===== src/rtl/teclado_pkg.sv =====
`default_nettype none
// ============================================================================
// teclado_pkg: shared key codes, FSM states and key classification helpers
// Revision: 1.0
// ============================================================================
package teclado_pkg;

  localparam logic [3:0] KEY_NEXT_DFLT = 4'hA;
  localparam logic [3:0] KEY_DONE_DFLT = 4'hB;
  localparam logic [3:0] KEY_CLR_DFLT  = 4'hC;
  localparam logic [3:0] KEY_DEL_DFLT  = 4'hD;

  typedef enum logic [1:0] {
    IDLE  = 2'd0,
    ENTRY = 2'd1,
    DONE  = 2'd2
  } state_t;

  function automatic logic is_digit(input logic [3:0] code);
    return (code <= 4'd9);
  endfunction

  // E and F are reserved and are never accepted, whatever the command mapping
  function automatic logic is_reserved(input logic [3:0] code);
    return (code >= 4'hE);
  endfunction

endpackage
`default_nettype wire


===== src/rtl/module_flanco_tecla.sv =====
`default_nettype none
// ============================================================================
// module_flanco_tecla: one-shot key event on the rising edge of key_down,
// with the key code captured in the same cycle. Revision: 1.0
// ============================================================================
module module_flanco_tecla (
  input  logic       clk,
  input  logic       rst,
  input  logic       key_down,
  input  logic [3:0] key_code,
  output logic       key_event,
  output logic [3:0] event_code
);

  logic key_down_prev;

  always_ff @(posedge clk or negedge rst) begin
    if (!rst) begin
      key_down_prev <= 1'b0;
      key_event     <= 1'b0;
      event_code    <= 4'd0;
    end else begin
      key_down_prev <= key_down;
      key_event     <= key_down & ~key_down_prev;
      if (key_down & ~key_down_prev) begin
        event_code <= key_code;
      end
    end
  end

endmodule
`default_nettype wire


===== src/rtl/module_captura_operandos.sv =====
`default_nettype none
// ============================================================================
// module_captura_operandos: keypad entry of NUM_OPS BCD operands of up to
// DIGITS digits, delivered over valid/ready. Revision: 1.0
// ============================================================================
module module_captura_operandos
  import teclado_pkg::*;
#(
  parameter int         NUM_OPS  = 2,
  parameter int         DIGITS   = 3,
  parameter logic [3:0] KEY_NEXT = KEY_NEXT_DFLT,
  parameter logic [3:0] KEY_DONE = KEY_DONE_DFLT,
  parameter logic [3:0] KEY_CLR  = KEY_CLR_DFLT,
  parameter logic [3:0] KEY_DEL  = KEY_DEL_DFLT,
  localparam int        OP_W     = 4 * DIGITS,
  localparam int        IDX_W    = (NUM_OPS > 1) ? $clog2(NUM_OPS) : 1,
  localparam int        CNT_W    = $clog2(DIGITS + 1)
) (
  input  logic                    clk,
  input  logic                    rst,
  input  logic                    key_down,
  input  logic [3:0]              key_code,
  input  logic                    ops_ready,
  output logic [NUM_OPS*OP_W-1:0] ops_data,
  output logic                    ops_valid,
  output logic [IDX_W-1:0]        op_index,
  output logic [CNT_W-1:0]        digit_count,
  output logic                    entry_active,
  output logic                    key_err
);

  localparam logic [IDX_W-1:0] LAST_IDX   = IDX_W'(NUM_OPS - 1);
  localparam logic [CNT_W-1:0] MAX_DIGITS = CNT_W'(DIGITS);

  logic       key_event;
  logic [3:0] event_code;

  module_flanco_tecla u_flanco (
    .clk        (clk),
    .rst        (rst),
    .key_down   (key_down),
    .key_code   (key_code),
    .key_event  (key_event),
    .event_code (event_code)
  );

  state_t                         state_q, state_d;
  logic [NUM_OPS-1:0][OP_W-1:0]   ops_q, ops_d;
  logic [IDX_W-1:0]               idx_q, idx_d;
  logic [CNT_W-1:0]               cnt_q, cnt_d;
  logic                           err_d;
  logic [OP_W-1:0]                cur;

  always_comb begin
    state_d = state_q;
    ops_d   = ops_q;
    idx_d   = idx_q;
    cnt_d   = cnt_q;
    err_d   = 1'b0;
    cur     = ops_q[idx_q];

    unique case (state_q)
      IDLE: begin
        if (key_event) begin
          if (is_digit(event_code)) begin
            ops_d    = '0;
            ops_d[0] = OP_W'(event_code);
            idx_d    = '0;
            cnt_d    = CNT_W'(1);
            state_d  = ENTRY;
          end else if (is_reserved(event_code) || (event_code != KEY_CLR)) begin
            err_d = 1'b1;
          end
        end
      end

      ENTRY: begin
        if (key_event) begin
          if (is_reserved(event_code)) begin
            err_d = 1'b1;
          end else if (is_digit(event_code)) begin
            if (cnt_q < MAX_DIGITS) begin
              ops_d[idx_q] = (cur << 4) | OP_W'(event_code);
              cnt_d        = cnt_q + CNT_W'(1);
            end else begin
              err_d = 1'b1;
            end
          end else if (event_code == KEY_DEL) begin
            if (cnt_q != '0) begin
              ops_d[idx_q] = cur >> 4;
              cnt_d        = cnt_q - CNT_W'(1);
            end else begin
              err_d = 1'b1;
            end
          end else if (event_code == KEY_CLR) begin
            ops_d[idx_q] = '0;
            cnt_d        = '0;
          end else if (event_code == KEY_NEXT) begin
            // An operand closed with no digits simply stays zero
            if (idx_q < LAST_IDX) begin
              idx_d = idx_q + IDX_W'(1);
              cnt_d = '0;
            end else begin
              err_d = 1'b1;
            end
          end else if (event_code == KEY_DONE) begin
            if (idx_q == LAST_IDX) begin
              state_d = DONE;
            end else begin
              err_d = 1'b1;
            end
          end else begin
            err_d = 1'b1;
          end
        end
      end

      DONE: begin
        // Keys are silently ignored; ops_data is left for the display until the next entry
        if (ops_valid && ops_ready) begin
          state_d = IDLE;
          idx_d   = '0;
          cnt_d   = '0;
        end
      end

      default: begin
        state_d = IDLE;
      end
    endcase
  end

  always_ff @(posedge clk or negedge rst) begin
    if (!rst) begin
      state_q      <= IDLE;
      ops_q        <= '0;
      idx_q        <= '0;
      cnt_q        <= '0;
      ops_valid    <= 1'b0;
      entry_active <= 1'b0;
      key_err      <= 1'b0;
    end else begin
      state_q      <= state_d;
      ops_q        <= ops_d;
      idx_q        <= idx_d;
      cnt_q        <= cnt_d;
      ops_valid    <= (state_d == DONE);
      entry_active <= (state_d == ENTRY);
      key_err      <= err_d;
    end
  end

  assign ops_data    = ops_q;
  assign op_index    = idx_q;
  assign digit_count = cnt_q;

endmodule
`default_nettype wire

===== config.mk =====
export PLATFORM = sky130hd
export DESIGN_NAME = module_captura_operandos
export DESIGN_NICKNAME = d
export VERILOG_FILES = /design/src/rtl/teclado_pkg.sv /design/src/rtl/module_flanco_tecla.sv /design/src/rtl/module_captura_operandos.sv
export SDC_FILE = /design/constraint.sdc
export NUM_CORES = 1
export LEC_CHECK = 0
export ABC_AREA = 1
export ABC_CLOCK_PERIOD_IN_PS = 1860
export BUFFER_PORTS_ARGS = -buffer_cell sky130_fd_sc_hd__buf_2
export CAP_MARGIN = 20
export CELL_PAD_IN_SITES_DETAIL_PLACEMENT = 1
export CELL_PAD_IN_SITES_GLOBAL_PLACEMENT = 1
export CORE_AREA = 2 2 85 87
export DETAILED_ROUTE_END_ITERATION = 8
export DIE_AREA = 0 0 87 89
export PLACE_DENSITY = 0.74
export SLEW_MARGIN = 10
export SYNTH_ARGS = -nofsm -noshare
export SYNTH_HDL_FRONTEND = slang
export SYNTH_SLANG_ARGS = --single-unit

===== constraint.sdc =====
create_clock -name clk -period 1.86 [get_ports clk]
set_input_delay 0.372 -clock clk [delete_from_list [all_inputs] [get_ports clk]]
set_output_delay 0.372 -clock clk [all_outputs]
set_load 0.05 [all_outputs]

== Word-level counts from Yosys, hierarchy flattened ==
Index checks and enable logic that the tools add are counted.

* Register bits: 38
* Input port bits: 8
* Output and inout bits: 30
* Logic and storage cells: 126

* $add $sub $neg: 3
* Order comparisons: 6
* Equality and inequality tests: 24
* Mux-type cells: 67
* Bitwise operators: 5
* Reductions and logical operators: 10

{| class="wikitable"
|+ Operator list
! operator !! count
|-
| two-way mux 24 bit || 9
|-
| bitwise mux 24 bit || 2
|-
| one-hot mux 24 bit (2 select lines) || 1
|-
| two-way mux 2 bit || 23
|-
| two-way mux 12 bit || 3
|-
| bitwise AND 24 bit || 1
|-
| two-way mux 1 bit || 24
|-
| inverter 24 bit || 1
|-
| equality test 4 bit (second input constant) || 4
|-
| inequality test 2 bit (second input constant) || 8
|-
| demux 12 bit (select 1 bit) || 1
|-
| inequality test 4 bit (second input constant) || 3
|-
| bitwise OR 12 x 4 -> 12 bit || 1
|-
| one-hot mux 2 bit (3 select lines) || 2
|-
| AND reduction 11 bit || 1
|-
| inequality test 5 bit (second input constant) || 2
|-
| AND reduction 10 bit || 1
|-
| AND reduction 8 bit || 1
|-
| equality test 2 x 1 -> 1 bit (second input constant) || 2
|-
| equality test 2 bit (second input constant) || 2
|-
| greater-or-equal comparator 4 bit (second input constant) || 1
|-
| <= comparator 4 bit (second input constant) || 1
|-
| inequality test 2 x 1 -> 1 bit (second input constant) || 2
|-
| nonzero test 2 bit || 2
|-
| 16 further kinds || 17
|}

== Logic depth before layout (Yosys ltp) ==
Gate-level depths: netlist (run 1).

* Depth in word-level cells: 12
* Gate-level depth with buffers: 12
* Gate-level depth less buffers: 11

== Hierarchy ==
A second synthesis (run 1) with hierarchy kept.

* Cell total of the unflattened synthesis: 435
* Area, all modules: 2796.4 µm²

{| class="wikitable"
|+ By module, submodules not included
! module !! instances !! cells each !! area an instance (µm²) !! seq. area each (µm²)
|-
| module_captura_operandos || 1 || 414 || 2582.5 || 800.8
|-
| module_flanco_tecla || 1 || 21 || 214.0 || 150.1
|}

== Worst setup path before layout (run 1) ==
No wires, ideal clock.

* Kind: register -> register
* Start: register cnt_q[0], in the netlist digit_count[0]
* End: register ops_q, in the netlist ops_data[16]
* Library setup time: 0.120 ns
* Arrival: 1.724 ns
* Data required time: 1.740 ns
* Path slack: 0.016 ns
* Cell stages (with the launch flop): 12
* Buffers on the path: 1
* Clock period less this slack: 1.844 ns
* Cells stage by stage: dfrtp_1 > inv_1 > ha_1 > nand2_1 > inv_1 > nand3_1 > nand2_2 > nor2_4 > nand3_2 > buf_6 > nand2_1 > o21ai_2

* Cells in the longest elaborated chain, start to end: 3
* Elaborated cells between the ends (all ways): 5
* Those cells by class: order compare: 1; eq/ne: 2; reduce/logical: 2

{| class="wikitable"
|+ Ends and longest elaborated chain
! what !! RTL line !! text
|-
| start, declared || module_captura_operandos.sv:50 || <nowiki>logic [CNT_W-1:0] cnt_q, cnt_d;</nowiki>
|-
| start signal, assigned || module_captura_operandos.sv:146 || <nowiki>cnt_q <= cnt_d;</nowiki>
|-
| less-than comparator 2 bit or nonzero test 2 bit (tied branches) || module_captura_operandos.sv:82, module_captura_operandos.sv:89 ||
|-
| inequality test 3 bit (no line) or inequality test 4 bit (tied branches) || -- ||
|-
| AND reduction 8 bit (no line) (*) || -- ||
|-
| end signal, assigned || module_captura_operandos.sv:144 || <nowiki>ops_q <= ops_d;</nowiki>
|-
| end, declared || module_captura_operandos.sv:48 || <nowiki>logic [NUM_OPS-1:0][OP_W-1:0] ops_q, ops_d;</nowiki>
|}

Every way passes the cells marked *; elsewhere a longest branch is shown, timed or not.
A chain may end at the register's enable or synchronous reset.

== Worst setup path after layout (run 1) ==
* Start: register state_q[1]
* End: register ops_q, in the netlist ops_data[18]

* Cells in the longest elaborated chain, start to end: 3
* Elaborated cells between the ends (all ways): 12
* Those cells by class: eq/ne: 8; mux: 1; reduce/logical: 3

{| class="wikitable"
|+ Ends and longest elaborated chain
! what !! RTL line !! text
|-
| start, declared || module_captura_operandos.sv:47 || <nowiki>state_t state_q, state_d;</nowiki>
|-
| start signal, assigned || module_captura_operandos.sv:143 || <nowiki>state_q <= state_d;</nowiki>
|-
| equality test 2 x 1 -> 1 bit or zero test 2 bit (tied branches) || module_captura_operandos.sv:62 || <nowiki>unique case (state_q)</nowiki>
|-
| inequality test 4 bit (no line), or another cell as far along || -- ||
|-
| AND reduction 8 bit (no line) || -- ||
|}

Parallel ways exist; a longest one is shown, timed or not.

==> impl_metrics.prom, run 1 <==
# TYPE chip_impl_metric gauge
chip_impl_info{name="outcome",value="finished clean"} 1
chip_impl_metric{name="seq_area",unit="µm²"} 952
chip_impl_metric{name="max_cap_violations",unit=""} 0
chip_impl_metric{name="row_count",unit=""} 30
chip_impl_metric{name="via_per_inst",unit=""} 5.23
chip_impl_info{name="synth_top_cells_by_area",value="dfrtp_1, nand2_1, nand3_1"} 1
chip_impl_metric{name="place.port_buffers",unit=""} 37
chip_impl_metric{name="core_area",unit="µm²"} 6720
chip_impl_metric{name="final_layout_size_suffix_gt1_frac",unit=""} 0.243
chip_impl_metric{name="multiInputGateArea",unit="µm²"} 1500
chip_impl_metric{name="synthesis.yosys.warnings",unit=""} 0
chip_impl_metric{name="worstMarginPinSlew",unit="ns"} 0.462
chip_impl_metric{name="mappedNetlistArea",unit="µm²"} 2630
chip_impl_metric{name="antenna_left",unit=""} 0
chip_impl_metric{name="power.switching_fraction",unit=""} 0.534
chip_impl_metric{name="postRouteWirelength",unit="µm"} 8540
chip_impl_metric{name="drt_first_iter_violations",unit=""} 174
chip_impl_metric{name="timing.clock.skew",unit="ns"} 0.00780
chip_impl_metric{name="synth_seq_area_share",unit=""} 0.362
chip_impl_metric{name="design.portCount",unit=""} 38
chip_impl_metric{name="synthesis.instances",unit=""} 389
chip_impl_metric{name="drv_slew",unit=""} 0
chip_impl_metric{name="ys_types",unit=""} 25
chip_impl_metric{name="starting_density",unit=""} 0.391
chip_impl_metric{name="comb_power_share",unit=""} 0.589
chip_impl_metric{name="crit_path_max_fanout",unit=""} 5
chip_impl_metric{name="drt_pass1_iterations",unit=""} 4
chip_impl_info{name="hold_class",value="in2async"} 1
chip_impl_metric{name="p_total",unit="W"} 0.00574
chip_impl_metric{name="floorplan.die_area",unit="µm²"} 7740
chip_impl_metric{name="vdd_ir_drop_max",unit="µV"} 545
chip_impl_metric{name="report.final.hold_viol_count",unit=""} 0
chip_impl_metric{name="dp.cells",unit=""} 505
chip_impl_metric{name="via_count",unit=""} 2748
chip_impl_metric{name="cts-htree-levels",unit=""} 2
chip_impl_metric{name="syn_nets",unit=""} 403
chip_impl_metric{name="period_needed",unit="ns"} 1.79
chip_impl_metric{name="cp.required",unit="ns"} 2.05
chip_impl_metric{name="detail_route.wl_per_cell",unit="µm"} 16.3
chip_impl_metric{name="cts_hold_buffers",unit=""} 0
chip_impl_metric{name="clock.fmax",unit="MHz"} 560
chip_impl_metric{name="post-route-period-util",unit=""} 0.961
chip_impl_metric{name="die_height",unit="µm"} 89
chip_impl_metric{name="slew_headroom",unit=""} 0.692
chip_impl_metric{name="ant_diodes",unit=""} 0
chip_impl_metric{name="ys_ff_latch",unit=""} 38
chip_impl_metric{name="async_flop_share",unit=""} 1.00
chip_impl_info{name="post-synth-top-area-cell",value="dfrtp_1"} 1
chip_impl_info{name="clock_tree_from_tritoncts",value="done"} 1
chip_impl_metric{name="finalWorstSetupSlack",unit="ns"} 0.0731
chip_impl_metric{name="fillers",unit=""} 899
chip_impl_metric{name="antenna_found_initial",unit=""} 0
chip_impl_metric{name="power_report.internal_total",unit="W"} 0.00268
chip_impl_metric{name="r2r_setup_slack",unit="ns"} 0.07
chip_impl_metric{name="post-place-ws",unit="ns"} -0.0361
chip_impl_metric{name="insertion_delay_to_the_later_sink_of_the_worst_skew_pair",unit="ns"} 0.30
chip_impl_metric{name="p_seq_frac",unit=""} 0.255
chip_impl_metric{name="gp_congestion",unit=""} 0.882
chip_impl_metric{name="clock_path_buffers",unit=""} 2
chip_impl_metric{name="global_route.usage.total",unit=""} 0.211
chip_impl_info{name="cp-start-kind",value="flop"} 1
chip_impl_metric{name="area_growth",unit="%"} 24.8
chip_impl_metric{name="fp.dieW",unit="µm"} 87
chip_impl_info{name="synth_most_common_cell",value="nand2_1"} 1
chip_impl_metric{name="synth_enable_flop_cells",unit=""} 0
chip_impl_info{name="critical_path_class",value="reg2reg"} 1
chip_impl_metric{name="clock_sink_count",unit=""} 38
chip_impl_metric{name="global_route_wire_length_before_repair",unit="µm"} 12800
chip_impl_metric{name="drc",unit=""} 0
chip_impl_metric{name="pwr-share-clk",unit=""} 0.156
chip_impl_metric{name="mean_syn_cell_area",unit="µm²"} 6.75
chip_impl_info{name="synth_commonest_cells",value="nand2_1, nand3_1, dfrtp_1, inv_1, nor2_1"} 1
chip_impl_metric{name="clk_transition_reported_paths",unit="ns"} 0.08
chip_impl_metric{name="synth.top_cell.area_share",unit=""} 0.362
chip_impl_info{name="cts_root_buf",value="clkbuf_8"} 1
chip_impl_metric{name="cts-buffers-inserted",unit=""} 5
chip_impl_metric{name="pin_count_of_the_biggest_net_entering_global_routing",unit=""} 28
chip_impl_metric{name="power.density_cell_area",unit="nW/µm²"} 1750
chip_impl_metric{name="setup_viol",unit=""} 0
chip_impl_metric{name="netSwitchingPower",unit="W"} 0.00307
chip_impl_metric{name="static-leakage-power",unit="nW"} 1.79
chip_impl_metric{name="residual_overflow_from_global_routing",unit=""} 0
chip_impl_info{name="crit_path_end_kind",value="flop"} 1
chip_impl_metric{name="finish.net_count",unit=""} 458
chip_impl_info{name="postSynth.topFlopCell",value="dfrtp_1"} 1
chip_impl_metric{name="data_arrival_at_the_endpoint_of_the_critical_path",unit="ns"} 1.98
chip_impl_metric{name="place.detailed.hpwl",unit="µm"} 5720
chip_impl_metric{name="finalNonFillerCells",unit=""} 525
chip_impl_metric{name="first_global_vias",unit=""} 2594
-- cell families after synthesis --
logic type	share of synthesized area
AO/OA/AOI/OAI	0.0862
flip-flops	0.362
buffers and inverters	0.0948
AND/OR/NAND/NOR	0.425
XOR/XNOR	0.00334
adder cells (fa/ha/maj)	0.0286
-- metal layers --
layer  up-vias  global-route usage  share of wire
li1       1351                   -              -
met1      1312               0.279           0.45
met2        73               0.361           0.49
met3        12              0.0286          0.046
met4         0              0.0582          0.015
met5         -                   0              0
-- cell type report --
type,instances,share of cell area
Multi-Input combinational cell,301,0.456
Sequential cell,38,0.290
Timing Repair Buffer,64,0.139
Inverter,34,0.0397
Tap cell,80,0.0305
Clock buffer,6,0.0252
Clock inverter,2,0.0183
-- worst paths after layout --
check	from	endpoint	depth (start not counted)
setup / recovery	state_q[1]$_DFF_PN0_	ops_data[18]$_DFFE_PN0P_	10
hold / removal	rst	ops_data[10]$_DFFE_PN0P_	1
setup reg to reg	state_q[1]$_DFF_PN0_	ops_data[18]$_DFFE_PN0P_	10
hold reg to reg	u_flanco.key_down_prev$_DFF_PN0_	u_flanco.key_event$_DFF_PN0_	1
max in group asynchronous	rst	ops_data[18]$_DFFE_PN0P_	2
min in group clk	key_down	u_flanco.key_down_prev$_DFF_PN0_	1
-- critical path: stages (launching register included) --
cell and delay, ns:
dfrtp_1 0.41, inv_2 0.09, buf_4 0.11, ha_2 0.20, nor2_1 0.07, inv_1 0.07
and3_4 0.23, nand3_4 0.17, clkbuf_16 0.21, nand2_1 0.06, o21ai_2 0.05
-- power groups by stage --
stage,Combinational [W],Clock (W),Sequential (W)
global route,0.00368,0.000941,0.00152
CTS,0.00316,0.000911,0.00146
floorplan,0.00139,0,0.00239
global placement,0.00308,0,0.00146
detailed placement,0.00314,0,0.00147
finish,0.00339,0.000895,0.00146
-- registers in the layout, summed over array words and instances (netlist names) --
name,count
u_flanco.event_code,4
u_flanco.key_event,1
entry_active,1
digit_count,2
state_q,2
ops_valid,1
op_index,1
u_flanco.key_down_prev,1
ops_data,24
key_err,1
-- placed cells by master (no fill, tap or decap), types with 2 or more instances in the layout --
master / count
nand2_2: 4
nand4_1: 7
o21ai_2: 11
buf_2: 38
clkbuf_8: 6
nor3_1: 3
nand2_4: 5
nand3_4: 3
bufinv_16: 2
nand3_1: 51
buf_12: 2
clkbuf_16: 2
dfrtp_1: 37
buf_6: 3
nor2_2: 2
inv_2: 3
nor2_1: 15
nand3_2: 2
a21oi_1: 11
inv_1: 30
ha_1: 4
buf_4: 19
o21ai_0: 14
nand2_1: 163
-- through the flow --
stage | cell area [µm²] | TNS, ns | hold slack (ns) | utilization
detailed placement | 2940 | -0.219 | 0.367 | 0.438
floorplan | 2630 | 0 | 0.0764 | -
finish | 3280 | 0 | 0.00830 | 0.488
global placement | 2940 | 0 | 0.353 | 0.438
CTS | 3090 | 0 | 0.0389 | 0.459
global route | 3280 | -0.0200 | 0.0467 | 0.488
-- what timing repair did --
action                                 4_1_cts  5_1_grt
pin swaps                                    0        4
gates cloned                                 0        6
setup endpoints to repair                   10       27
endpoints found under the hold margin        0        0
buffers inserted                             0        6
gates resized for setup                      1       17
Power figures use the tool's default switching activity.
==> inputs of run 2 (changes only) <==
--- a/config.mk
+++ b/config.mk
@@ -15,6 +15,7 @@
 export DETAILED_ROUTE_END_ITERATION = 8
 export DIE_AREA = 0 0 87 89
 export PLACE_DENSITY = 0.74
+export RECOVER_POWER = 100
 export SLEW_MARGIN = 10
 export SYNTH_ARGS = -nofsm -noshare
 export SYNTH_HDL_FRONTEND = slang
==> run 2 against run 1 <==
Net effect: core utilization is 0.61 points lower; non-clock buffer count stayed put; sequential share of layout area is 0.37 points higher; register-to-register slack hardly changed; combinational power is 2% lower; first-iteration DRC count is 10% higher; critical path type unchanged; highest routed layer unchanged.
==> impl_metrics.prom, run 2 (synthesis results as in run 1) <==
# TYPE chip_impl_metric gauge
chip_impl_info{name="outcome",value="finished clean"} 1
chip_impl_metric{name="clock_path_buffers",unit=""} 2
chip_impl_metric{name="drv_slew",unit=""} 0
chip_impl_info{name="cts_root_buf",value="clkbuf_8"} 1
chip_impl_metric{name="detail_route.wl_per_cell",unit="µm"} 16.4
chip_impl_metric{name="drt_first_iter_violations",unit=""} 192
chip_impl_metric{name="floorplan.die_area",unit="µm²"} 7740
chip_impl_metric{name="period_needed",unit="ns"} 1.78
chip_impl_metric{name="final_layout_size_suffix_gt1_frac",unit=""} 0.173
chip_impl_metric{name="max_ffs_per_register",unit=""} 24
chip_impl_metric{name="max_cap_violations",unit=""} 0
chip_impl_metric{name="via_per_inst",unit=""} 5.25
chip_impl_metric{name="comb_power_share",unit=""} 0.584
chip_impl_metric{name="antenna_left",unit=""} 0
chip_impl_metric{name="finish.net_count",unit=""} 458
chip_impl_metric{name="cp_num_buf_inv",unit=""} 4
chip_impl_metric{name="clk_transition_reported_paths",unit="ns"} 0.08
chip_impl_metric{name="post-route-period-util",unit=""} 0.959
chip_impl_metric{name="crit_path_max_fanout",unit=""} 5
chip_impl_metric{name="clock.fmax",unit="MHz"} 561
chip_impl_metric{name="residual_overflow_from_global_routing",unit=""} 0
chip_impl_metric{name="data_arrival_at_the_endpoint_of_the_critical_path",unit="ns"} 1.97
chip_impl_metric{name="row_count",unit=""} 30
chip_impl_metric{name="worstMarginPinSlew",unit="ns"} 1.11
chip_impl_metric{name="setup_viol",unit=""} 0
chip_impl_metric{name="r2r_setup_slack",unit="ns"} 0.08
chip_impl_metric{name="die_height",unit="µm"} 89
chip_impl_metric{name="cts_hold_buffers",unit=""} 0
chip_impl_metric{name="timing.clock.skew",unit="ns"} 0.00872
chip_impl_info{name="critical_path.slowest_cell",value="dfrtp_1"} 1
chip_impl_metric{name="drt_pass1_iterations",unit=""} 4
chip_impl_metric{name="gp_congestion",unit=""} 0.882
chip_impl_metric{name="vdd_ir_drop_max",unit="µV"} 532
chip_impl_metric{name="drc",unit=""} 0
chip_impl_info{name="worstPathCellList",value="inv_2 > buf_4 > ha_2 > nor2_1 > inv_1 > and3_4 > nand3_4 > clkbuf_16 > nand2_1 > o21ai_2"} 1
chip_impl_metric{name="pwr-share-clk",unit=""} 0.157
chip_impl_metric{name="place.detailed.hpwl",unit="µm"} 5720
chip_impl_metric{name="cpPeakStageDelay",unit="ns"} 0.41
chip_impl_metric{name="core_area",unit="µm²"} 6720
chip_impl_info{name="most-common-layout-cells",value="nand2_1, nand3_1, dfrtp_1, clkbuf_1, inv_1"} 1
chip_impl_info{name="cp-start-kind",value="flop"} 1
chip_impl_metric{name="global_route_wire_length_before_repair",unit="µm"} 12800
chip_impl_metric{name="via_count",unit=""} 2758
chip_impl_metric{name="postRouteWirelength",unit="µm"} 8610
chip_impl_metric{name="design.portCount",unit=""} 38
chip_impl_metric{name="ant_diodes",unit=""} 0
chip_impl_metric{name="placed_cell_area",unit="µm²"} 2940
chip_impl_metric{name="fillers",unit=""} 918
chip_impl_info{name="clock_tree_from_tritoncts",value="done"} 1
chip_impl_info{name="critical_path_class",value="reg2reg"} 1
chip_impl_metric{name="antenna_found_initial",unit=""} 0
chip_impl_metric{name="power.switching_fraction",unit=""} 0.543
chip_impl_metric{name="whs",unit="ns"} 0.191
chip_impl_metric{name="fp.dieW",unit="µm"} 87
chip_impl_metric{name="slew_headroom",unit=""} 0.263
chip_impl_metric{name="static-leakage-power",unit="nW"} 1.66
chip_impl_info{name="layout_commonest_cell",value="nand2_1"} 1
chip_impl_metric{name="finalWorstSetupSlack",unit="ns"} 0.0769
chip_impl_metric{name="starting_density",unit=""} 0.391
chip_impl_metric{name="final_cell_area_excluding_filler_cells",unit="µm²"} 3240
chip_impl_info{name="crit_path_end_kind",value="flop"} 1
chip_impl_metric{name="cts-buffers-inserted",unit=""} 5
chip_impl_metric{name="netSwitchingPower",unit="W"} 0.00308
chip_impl_metric{name="first_global_vias",unit=""} 2594
chip_impl_metric{name="cp.required",unit="ns"} 2.05
chip_impl_metric{name="power_report.internal_total",unit="W"} 0.00260
chip_impl_metric{name="global_route.usage.total",unit=""} 0.211
chip_impl_metric{name="postLayoutCoreUtil",unit=""} 0.482
chip_impl_metric{name="pin_count_of_the_biggest_net_entering_global_routing",unit=""} 28
chip_impl_metric{name="power.density_cell_area",unit="nW/µm²"} 1760
chip_impl_metric{name="area_growth",unit="%"} 23.2
chip_impl_info{name="hold_class",value="in2reg"} 1
chip_impl_metric{name="p_seq_frac",unit=""} 0.259
chip_impl_metric{name="insertion_delay_to_the_later_sink_of_the_worst_skew_pair",unit="ns"} 0.30
chip_impl_metric{name="cts-htree-levels",unit=""} 2
chip_impl_metric{name="clock_sink_count",unit=""} 38
chip_impl_metric{name="report.final.hold_viol_count",unit=""} 0
chip_impl_info{name="cp_top_family",value="simple AND/OR/NAND/NOR gates"} 1
chip_impl_metric{name="sum_of_negative_setup_slack",unit="ns"} 0
chip_impl_metric{name="post-place-ws",unit="ns"} -0.0361
chip_impl_metric{name="place.port_buffers",unit=""} 37
run 2: per-layer routing:
layer  track usage  wire (µm)
met5             0          0
met4        0.0582        114
met3        0.0286        294
met2         0.361       4220
met1         0.279       3990
run 2: worst paths after layout:
| kind | from | end | cells after the start |
|---|---|---|---|
| max | state_q[1]$_DFF_PN0_ | ops_data[18]$_DFFE_PN0P_ | 10 |
| min | key_down | u_flanco.key_down_prev$_DFF_PN0_ | 1 |
| max reg2reg | state_q[1]$_DFF_PN0_ | ops_data[18]$_DFFE_PN0P_ | 10 |
| min reg2reg | u_flanco.key_down_prev$_DFF_PN0_ | u_flanco.key_event$_DFF_PN0_ | 1 |
| max in group asynchronous | rst | ops_data[18]$_DFFE_PN0P_ | 2 |
| min in group asynchronous | rst | ops_data[10]$_DFFE_PN0P_ | 1 |
run 2: layout make-up:
class                   count  area (µm²)  share of cell area
multi-input cells         301        1500               0.462
clock inverters             2        60.1              0.0186
clock buffers               6        82.6              0.0255
inverters                  34         130              0.0402
repair buffers             64         415               0.128
flip-flops and latches     38         952               0.294
well taps                  80         100              0.0309
run 2: through the flow:
| stage | total power (W) | std cells |
|---|---|---|
| 6_report | 0.00568 | 525 |
| 2_1_floorplan | 0.00378 | 389 |
| 4_1_cts | 0.00553 | 513 |
| 3_5_place_dp | 0.00461 | 505 |
| 3_3_place_gp | 0.00454 | 505 |
| 5_1_grt | 0.00607 | 525 |
run 2: power by group through the flow:
| stage | clock network, W | registers, W | logic, W |
|---|---|---|---|
| after detailed placement | 0 | 0.00147 | 0.00314 |
| after global routing | 0.000941 | 0.00153 | 0.00360 |
| after floorplan | 0 | 0.00239 | 0.00139 |
| final | 0.000894 | 0.00147 | 0.00332 |
| after CTS | 0.000911 | 0.00146 | 0.00316 |
| after global placement | 0 | 0.00146 | 0.00308 |
run 2: repair_timing:
item                                    4_1_cts  5_1_grt
gates cloned                                  0        6
endpoints found under the setup margin       10       27
buffers inserted                              0        6
pin swaps                                     0        4
resized for setup                             1       17
